===== src/rtl/note_hit_judge_if.sv =====
// rtl/note_hit_judge_if.sv - note/pad inputs and judge result outputs of the hit judge
interface note_hit_judge_if #(
    parameter int SCORE_W = 10
);
    logic               note_valid;
    logic [3:0]         note;
    logic [3:0]         pads;
    logic               hit;
    logic               miss;
    logic [SCORE_W-1:0] score;
    logic [3:0]         streak;
    logic [3:0]         active;
    logic               full;

    modport master (
        output note_valid, note, pads,
        input  hit, miss, score, streak, active, full
    );

    modport slave (
        input  note_valid, note, pads,
        output hit, miss, score, streak, active, full
    );
endinterface


===== src/rtl/note_hit_judge.sv =====
// rtl/note_hit_judge.sv - queues drum notes and judges pad presses against the oldest one
module note_hit_judge #(
    parameter int WINDOW  = 8,
    parameter int DEPTH   = 4,
    parameter int SCORE_W = 10
) (
    input  logic            clk,
    input  logic            reset,
    note_hit_judge_if.slave bus
);
    localparam int AW = $clog2(DEPTH);
    localparam int CW = $clog2(WINDOW + 1);
    localparam logic [SCORE_W-1:0] SCORE_MAX = '1;

    typedef enum logic [1:0] {
        IDLE,
        LOAD,
        ACTIVE
    } state_t;

    state_t        state, state_n;
    logic [3:0]    mem [DEPTH];
    logic [AW:0]   wr_ptr, rd_ptr;
    logic [3:0]    pads_q, rise, acc, acc_n, active_q, streak_q;
    logic [CW-1:0] win_cnt;
    logic [SCORE_W-1:0] score_q;
    logic          hit_q, miss_q;
    logic          empty, full, push, drop, pop;
    logic          judge_hit, judge_miss;

    assign empty = (wr_ptr == rd_ptr);
    assign full  = (wr_ptr[AW] != rd_ptr[AW]) && (wr_ptr[AW-1:0] == rd_ptr[AW-1:0]);
    assign push  = bus.note_valid && (bus.note != 4'b0000) && !full;
    assign drop  = bus.note_valid && (bus.note != 4'b0000) && full;
    assign rise  = bus.pads & ~pads_q;
    assign pop   = judge_hit || judge_miss;

    always_ff @(posedge clk) begin
        if (reset) begin
            state <= IDLE;
        end else begin
            state <= state_n;
        end
    end

    // Wrong pad beats a completed chord, which beats the window running out.
    always_comb begin
        state_n    = state;
        judge_hit  = 1'b0;
        judge_miss = 1'b0;
        acc_n      = acc | rise;
        case (state)
            IDLE: begin
                if (!empty) begin
                    state_n = LOAD;
                end
            end
            LOAD: begin
                state_n = ACTIVE;
            end
            ACTIVE: begin
                if ((acc_n & ~active_q) != 4'b0000) begin
                    judge_miss = 1'b1;
                end else if (acc_n == active_q) begin
                    judge_hit = 1'b1;
                end else if (win_cnt == CW'(1)) begin
                    judge_miss = 1'b1;
                end
                if (judge_hit || judge_miss) begin
                    state_n = IDLE;
                end
            end
            default: begin
                state_n = IDLE;
            end
        endcase
    end

    always_ff @(posedge clk) begin
        if (push) begin
            mem[wr_ptr[AW-1:0]] <= bus.note;
        end
    end

    always_ff @(posedge clk) begin
        if (reset) begin
            wr_ptr   <= '0;
            rd_ptr   <= '0;
            pads_q   <= 4'b1111;
            acc      <= 4'b0000;
            active_q <= 4'b0000;
            win_cnt  <= '0;
            hit_q    <= 1'b0;
            miss_q   <= 1'b0;
            score_q  <= '0;
            streak_q <= 4'd0;
        end else begin
            pads_q <= bus.pads;
            if (push) begin
                wr_ptr <= wr_ptr + (AW+1)'(1);
            end
            if (pop) begin
                rd_ptr <= rd_ptr + (AW+1)'(1);
            end
            if (state == LOAD) begin
                active_q <= mem[rd_ptr[AW-1:0]];
                acc      <= 4'b0000;
                win_cnt  <= CW'(WINDOW);
            end else if (state == ACTIVE) begin
                acc     <= acc_n;
                win_cnt <= win_cnt - CW'(1);
                if (pop) begin
                    active_q <= 4'b0000;
                end
            end
            hit_q  <= judge_hit;
            miss_q <= (judge_miss || drop) && !judge_hit;
            if (judge_hit && (score_q != SCORE_MAX)) begin
                score_q <= score_q + SCORE_W'(1);
            end
            // A drop in the same cycle as a hit still breaks the streak.
            if (judge_miss || drop) begin
                streak_q <= 4'd0;
            end else if (judge_hit && (streak_q != 4'd15)) begin
                streak_q <= streak_q + 4'd1;
            end
        end
    end

    assign bus.hit    = hit_q;
    assign bus.miss   = miss_q;
    assign bus.score  = score_q;
    assign bus.streak = streak_q;
    assign bus.active = active_q;
    assign bus.full   = full;
endmodule


===== src/flat_wrapper.sv =====
// flat-port wrapper written by rule: the top's interface ports become plain ports
module note_hit_judge_flat 
#(
    parameter int WINDOW  = 8,
    parameter int DEPTH   = 4,
    parameter int SCORE_W = 10
)
  (clk, reset, bus_note_valid, bus_note, bus_pads, bus_hit, bus_miss, bus_score, bus_streak, bus_active, bus_full);
  note_hit_judge_if #(.SCORE_W(SCORE_W)) bus_i ();
  input  logic clk;
  input  logic reset;
  input wire logic [$bits(bus_i.note_valid)-1:0] bus_note_valid;
  input wire logic [$bits(bus_i.note)-1:0] bus_note;
  input wire logic [$bits(bus_i.pads)-1:0] bus_pads;
  output wire logic [$bits(bus_i.hit)-1:0] bus_hit;
  output wire logic [$bits(bus_i.miss)-1:0] bus_miss;
  output wire logic [$bits(bus_i.score)-1:0] bus_score;
  output wire logic [$bits(bus_i.streak)-1:0] bus_streak;
  output wire logic [$bits(bus_i.active)-1:0] bus_active;
  output wire logic [$bits(bus_i.full)-1:0] bus_full;
  assign bus_i.note_valid = bus_note_valid;
  assign bus_i.note = bus_note;
  assign bus_i.pads = bus_pads;
  assign bus_hit = bus_i.hit;
  assign bus_miss = bus_i.miss;
  assign bus_score = bus_i.score;
  assign bus_streak = bus_i.streak;
  assign bus_active = bus_i.active;
  assign bus_full = bus_i.full;
  note_hit_judge #(.WINDOW(WINDOW), .DEPTH(DEPTH), .SCORE_W(SCORE_W)) u_core (.clk(clk), .reset(reset), .bus(bus_i));
endmodule

===== config.mk =====
export PLATFORM = sky130hd
export DESIGN_NAME = note_hit_judge_flat
export DESIGN_NICKNAME = d
export VERILOG_FILES = /design/src/rtl/note_hit_judge_if.sv /design/src/rtl/note_hit_judge.sv /design/src/flat_wrapper.sv
export SDC_FILE = /design/constraint.sdc
export NUM_CORES = 1
export LEC_CHECK = 0
export CAP_MARGIN = 20
export CORE_UTILIZATION = 40
export DETAILED_ROUTE_END_ITERATION = 7
export GPL_TIMING_DRIVEN = 0
export HOLD_SLACK_MARGIN = 0.08
export PLACE_DENSITY = 0.69
export SLEW_MARGIN = 40
export SYNTH_ARGS = -nofsm -noshare
export SYNTH_HDL_FRONTEND = slang
export SYNTH_SLANG_ARGS = --single-unit

===== constraint.sdc =====
create_clock -name clk -period 3.8 [get_ports clk]
set_input_delay 0.76 -clock clk [delete_from_list [all_inputs] [get_ports clk]]
set_output_delay 0.76 -clock clk [all_outputs]
set_load 0.01 [all_outputs]

[After elaboration in Yosys (flattened, before gate mapping)]
Memories as Yosys holds them, arrays and structs flattened. A register that Yosys moved wholly into a read port is not among the register bits.
Cells that the tools add are included.
Word-level totals
  bits in registers: 40
  memories kept: 1
  input bits: 11
  bits in writable memories: 16
Memories
  u_core.mem: depth 4, width 4, read ports 1, clocked after memory_dff 1, write ports 1, line note_hit_judge.sv:22  | logic [3:0] mem [DEPTH];
Cells by class
  equal/unequal tests: 11
  reductions and logical operators: 21
  multiplexer cells: 21
  add/sub/neg operators: 5
  bitwise gates (word level): 5
Operators with widths (number)
  $mux 4: 5
  $mux 1: 11
  $add 10x1->10 const B: 1
  $ne 10x10->1 const B: 1
  $and 4x4->4: 2
  $mux 2: 4
  $not 4->4: 2
  $reduce_bool 4->1: 2
  $logic_and 1x1->1: 7
  $add 3x1->3 const B: 2
  $pmux 2 s3: 1
  $add 4x1->4 const B: 1
  $eq 4x1->1 const B: 1
  $eq 4x4->1: 1
  $ne 4x4->1 const B: 1
  $or 4x4->4: 1
  $reduce_and 2->1: 2
  $reduce_bool 2->1: 2
  $reduce_or 2->1: 2
  $sub 4x1->4 const B: 1
  $eq 3x3->1: 1
  $logic_or 1x1->1: 3
  $eq 2x1->1 const B: 1
  $eq 2x2->1: 1
  other kinds (6): 7

[Logic depth before layout (Yosys ltp)]
  depth in word-level cells: 12
  depth in mapped cells: 9

[Worst setup path after synthesis]
No wires, ideal clock.
  path type: input port to flip-flop
  start: in bus_pads[0]
  end: reg u_core.score_q[6] (netlist: u_core.bus.score[6])
  required time: 3.677 ns
  path buffers: 2
  arrival: 2.411 ns
  setup slack: 1.266 ns
  cell stages on the path: 8
  cells stage by stage: a21o_1 > ha_1 > and4_1 > clkbuf_2 > nand3_2 > buf_2 > nor4_2 > mux2_1
Between the ends
  cells in the longest elaborated chain, start to end: 8
RTL lines
  from (decl): line flat_wrapper.sv:14  | input wire logic [$bits(bus_i.pads)-1:0] bus_pads;
  $and 4x4->4 (*): line note_hit_judge.sv:35  | assign rise = bus.pads & ~pads_q;
  $or 4x4->4 (*): line note_hit_judge.sv:51  | acc_n = acc | rise;
  $eq 4x4->1 or $and 4x4->4 (tied branches): line note_hit_judge.sv:64, note_hit_judge.sv:62
  $mux 1 or $reduce_bool 4->1 (tied branches): line note_hit_judge.sv:64, note_hit_judge.sv:62
  $mux 1 (*): line note_hit_judge.sv:62  | if ((acc_n & ~active_q) != 4'b0000) begin
  $mux 1 (*) (2 in series): line note_hit_judge.sv:52  | case (state)
  $logic_and 1x1->1 (*): line note_hit_judge.sv:118  | if (judge_hit && (score_q != SCORE_MAX)) begin
  to (signal assigned): line note_hit_judge.sv:119  | score_q <= score_q + SCORE_W'(1);
  to (decl): line note_hit_judge.sv:26  | logic [SCORE_W-1:0] score_q;
Mark *: on every way between the ends. The rest lies on a longest branch, timed or not. The select of a mux whose other input is x is not followed.
A chain may end at the register's enable or synchronous reset.

[Final worst setup path]
  start: in bus_pads[0]
  end: reg u_core.score_q[6] (netlist: u_core.bus.score[6])
Between the ends
  cells in the longest elaborated chain, start to end: 8
RTL lines
  $and 4x4->4 (*): line note_hit_judge.sv:35
  $or 4x4->4 (*): line note_hit_judge.sv:51
  named net u_core.acc_n[0]: line note_hit_judge.sv:24  | logic [3:0] pads_q, rise, acc, acc_n, active_q, streak_q;
  $eq 4x4->1 or $and 4x4->4 (tied branches): line note_hit_judge.sv:64, note_hit_judge.sv:62
  $mux 1 or $reduce_bool 4->1 (tied branches): line note_hit_judge.sv:64, note_hit_judge.sv:62
  $mux 1 (*): line note_hit_judge.sv:62
  $mux 1 (*) (2 in series): line note_hit_judge.sv:52
  $logic_and 1x1->1 (*): line note_hit_judge.sv:118
Mark *: on every way through the listed nets, which the timed path passes. The rest lies on a longest branch. The select of a mux whose other input is x is not followed.

==> reports/results.tsv <==
stage	metric	value	unit
min_path	hold endpoint	u_core.acc[0]$_SDFFE_PP0P_	
global_routing	initial antenna violation count	0	
synth	top cell type's share of synthesized area	0.307	
global_routing	met2 GRT Util	0.259	
power_and_ir_drop	Max VDD drop	0.000264	V
setup_path	worst endpoint required time	4.04	ns
setup_path	r2r endpoint	u_core.bus.score[6]$_SDFFE_PP0P_	
setup_path	worst r2r src	u_core.pads_q[0]$_SDFF_PP1_	
synth	post-synth top area cell	dfxtp_1	
clock_tree	hold buffers post-CTS	0	
setup_path	worst-path fanout max	10	
synth	Post-synth EDFFs	16	
setup_path	Worst setup SP type	input port	
clock_tree	CTS Buf Count	9	
timing	clk_skew	0.0106	ns
clock_tree	clock sink total	58	
setup_path	flop2flop setup slack	1.48	ns
placement	port bufs	30	
global_routing	GR peak layer	met2	
timing	relative slew slack	0.506	
global_routing	met3 Resource Use GR	0.0472	
routing	Post-DRT Antenna Nets	0	
routing	Via density	5.37	
clock_tree	Post-CTS Setup Inserts	0	
placement	Detailed Place HPWL	3820	um
setup_path	FF-to-FF path depth	9	
routing	Total Wirelength	5250	um
synth	top cells by area, synth	dfxtp_1 31%, edfxtp_1 18%, ha_1 7.8%, mux4_2 3.3%, nor2_1 3.0%	
routing	routed via count	2034	
clock_tree	cts repair resizes	0	
min_path	Hold Path Origin	u_core.acc[0]$_SDFFE_PP0P_	
die	Starting Density	0.423	
power_and_ir_drop	leakage power	1.21	nW
synth	synthesized flop and latch total	58	
synth	synth unique cells	54	
final_layout	commonest non-fill, non-tap cell in the layout	dfxtp_1	
synth	syn nets	284	
clock_tree	clk root buf	clkbuf_8	
min_path	WHS Path Cells	2	
clock_tree	Worst-path clk slew	0.07	ns
synth	Main synth FF type	dfxtp_1	
global_routing	first-pass GRT wire length	9070	um
setup_path	Setup crit end kind	flop	
final_layout	Post-layout nets	325	
global_routing	met1 capacity usage during global routing	0.209	
power_and_ir_drop	Pwr per Cell Area	509	mW/mm2
clock_tree	clock tree from TritonCTS	done	
global_routing	GRT Total Usage	0.166	
job	max-cap violations	0	
synth	Async SR Flop Fraction	0	
status	outcome	finished, violations left	
setup_path	CP Data Arrival Time	3.05	ns
timing	Worst-Margin Slew	0.739	ns
routing	initial DRC count	85	
synth	sequential-to-total area share from yosys stat	0.483	
timing	fmax	0.356	GHz
die	Core Region	0.00646	mm2
clock_tree	Max Root-Sink Buffers	2	
synth	synthesized area per cell	10.7	um2
status	failing checks	design-rule violations	
power_and_ir_drop	Total Power	0.00171	W
final_layout	# diodes	0	
timing	setup_tns	0	ns
clock_tree	CTS H-Tree Depth	3	
timing	Hold Fails Final Rpt	0	
global_routing	largest net degree at the start of global routing	13	
final_layout	area grow syn2layout	22.7	%
timing	RSZ-0062 raised after global routing	false	
die	die height	84.7	um
die	I/O pins	32	
routing	number of remaining DRC errors	2	
timing	Final Slew Violations	0	
synth	Synth Instances	256	
global_routing	GRT overflow	0	
routing	per-cell routed wire length	13.9	um
routing	First-pass DRT Iterations	8	
setup_path	Crit Path Category	in -> reg	
min_path	HP Class	reg -> reg	
synth	Mapped Area	0.00274	mm2
timing	final setup vio count	0	
timing	Final period util	0.740	
synth	Syn. warnings	0	
placement	routability cong.	0.737	
final_layout	commonest non-fill, non-tap cells in the layout	42 x dfxtp_1, 30 x clkdlybuf4s50_1, 22 x nor2_1	
die	area of the die	0.00717	mm2
timing	min cycle time layout	2.81	ns
die	chip width	84.7	um
final_layout	fraction of layout instances using a drive strength above 1	0.126	
clock_tree	Clock Latency Late Sink	0.35	ns
die	cell row count	29	
global_routing	via count of the first global-routing pass	1925	
-- final cells by class --
type / count / area, um2
fillers: 607 / 3100
flip-flops and latches: 58 / 1320
multi-input cells: 170 / 1310
repair buffers: 30 / 300
clock buffers: 9 / 124
clock inverters: 7 / 101
well taps: 77 / 96.3
inverters: 16 / 60.1
plain buffers: 12 / 47.5
-- state kept, by name, indices dropped and copies added (netlist names), named ones only --
signal and count:
u_core.bus.hit 1, u_core.bus.score 10, u_core.state 2, u_core.rd_ptr 3, u_core.bus.streak 4, u_core.acc 4
u_core.win_cnt 4, u_core.pads_q 4, u_core.mem 16, u_core.bus.miss 1, u_core.bus.active 4, u_core.wr_ptr 3
-- critical path: stages --
cell	delay (ns)
clkdlybuf4s50_1	0.42
a21o_1	0.19
ha_1	0.27
and4_1	0.19
clkbuf_2	0.26
nand3_2	0.13
buf_2	0.20
nor4_2	0.29
mux2_1	0.34
-- synthesized netlist by cell type (2+ instances only) --
cell type	instances
a32oi_1	4
inv_1	16
a21o_1	4
nor3b_1	5
o31ai_1	5
o21ai_0	6
nor3_1	4
nor2_1	22
or4_1	4
nor2b_1	2
and3_1	2
clkbuf_1	9
or2_2	5
nand4_1	3
o41ai_1	2
or3_1	5
and4_1	3
edfxtp_1	16
dfxtp_1	42
mux4_2	4
xor2_1	6
mux2i_1	3
xnor2_1	5
ha_1	17
nand2_1	7
a21oi_1	15
and2_1	4
nand3_1	10
-- routing by layer --
layer	share of wire	vias up	wire length (um)
met2	0.46	42	2420
met5	0	-	0
met3	0.043	10	228
met4	0.017	0	88
met1	0.48	966	2510
li1	-	1016	-
-- logic make-up (layout without fill, tap and decap cells) --
group | Yosys count | after routing | share of synthesized area
AO/OA/AOI/OAI | 46 | 46 | 0.117
adder cells (fa/ha/maj) | 17 | 17 | 0.0778
AND/OR/NAND/NOR | 87 | 87 | 0.195
XOR/XNOR | 11 | 11 | 0.0352
buffers and inverters | 28 | 74 | 0.0393
multiplexers | 9 | 9 | 0.0522
flip-flops | 58 | 58 | 0.483
-- per-stage QoR --
step / instance area [um2] / util / std cells / hold WS [ns] / worst slack [ns]
6_report: 3360 / 0.520 / 379 / 0.483 / 0.987
5_1_grt: 3360 / 0.520 / 379 / 0.512 / 0.844
4_1_cts: 3360 / 0.520 / 379 / 0.485 / 0.978
3_5_place_dp: 3130 / 0.485 / 363 / 0.476 / 0.605
3_3_place_gp: 3130 / 0.485 / 363 / 0.471 / 0.608
2_1_floorplan: 2740 / - / 256 / 0.460 / 1.27
-- report_power, final --
group          total [W]  leakage, nW  internal [W]  switching [W]
logic           0.000349        0.615      0.000156       0.000193
registers       0.000719        0.487      0.000680      0.0000396
clock network   0.000639        0.106      0.000373       0.000266
-- how the worst max path moves through the flow --
stage | from | end | slack [ns] | cells after the start
global route | bus_pads[0] | u_core.bus.score[6]$_SDFFE_PP0P_ | 0.84 | 9
floorplan | bus_pads[0] | u_core.bus.score[6]$_SDFFE_PP0P_ | 1.27 | 8
global placement | bus_pads[0] | u_core.bus.score[6]$_SDFFE_PP0P_ | 0.61 | 9
finish | bus_pads[0] | u_core.bus.score[6]$_SDFFE_PP0P_ | 0.99 | 9
detailed placement | bus_pads[0] | u_core.bus.score[6]$_SDFFE_PP0P_ | 0.60 | 9
CTS | bus_pads[0] | u_core.bus.score[6]$_SDFFE_PP0P_ | 0.98 | 9
Power figures use the tool's default switching activity.
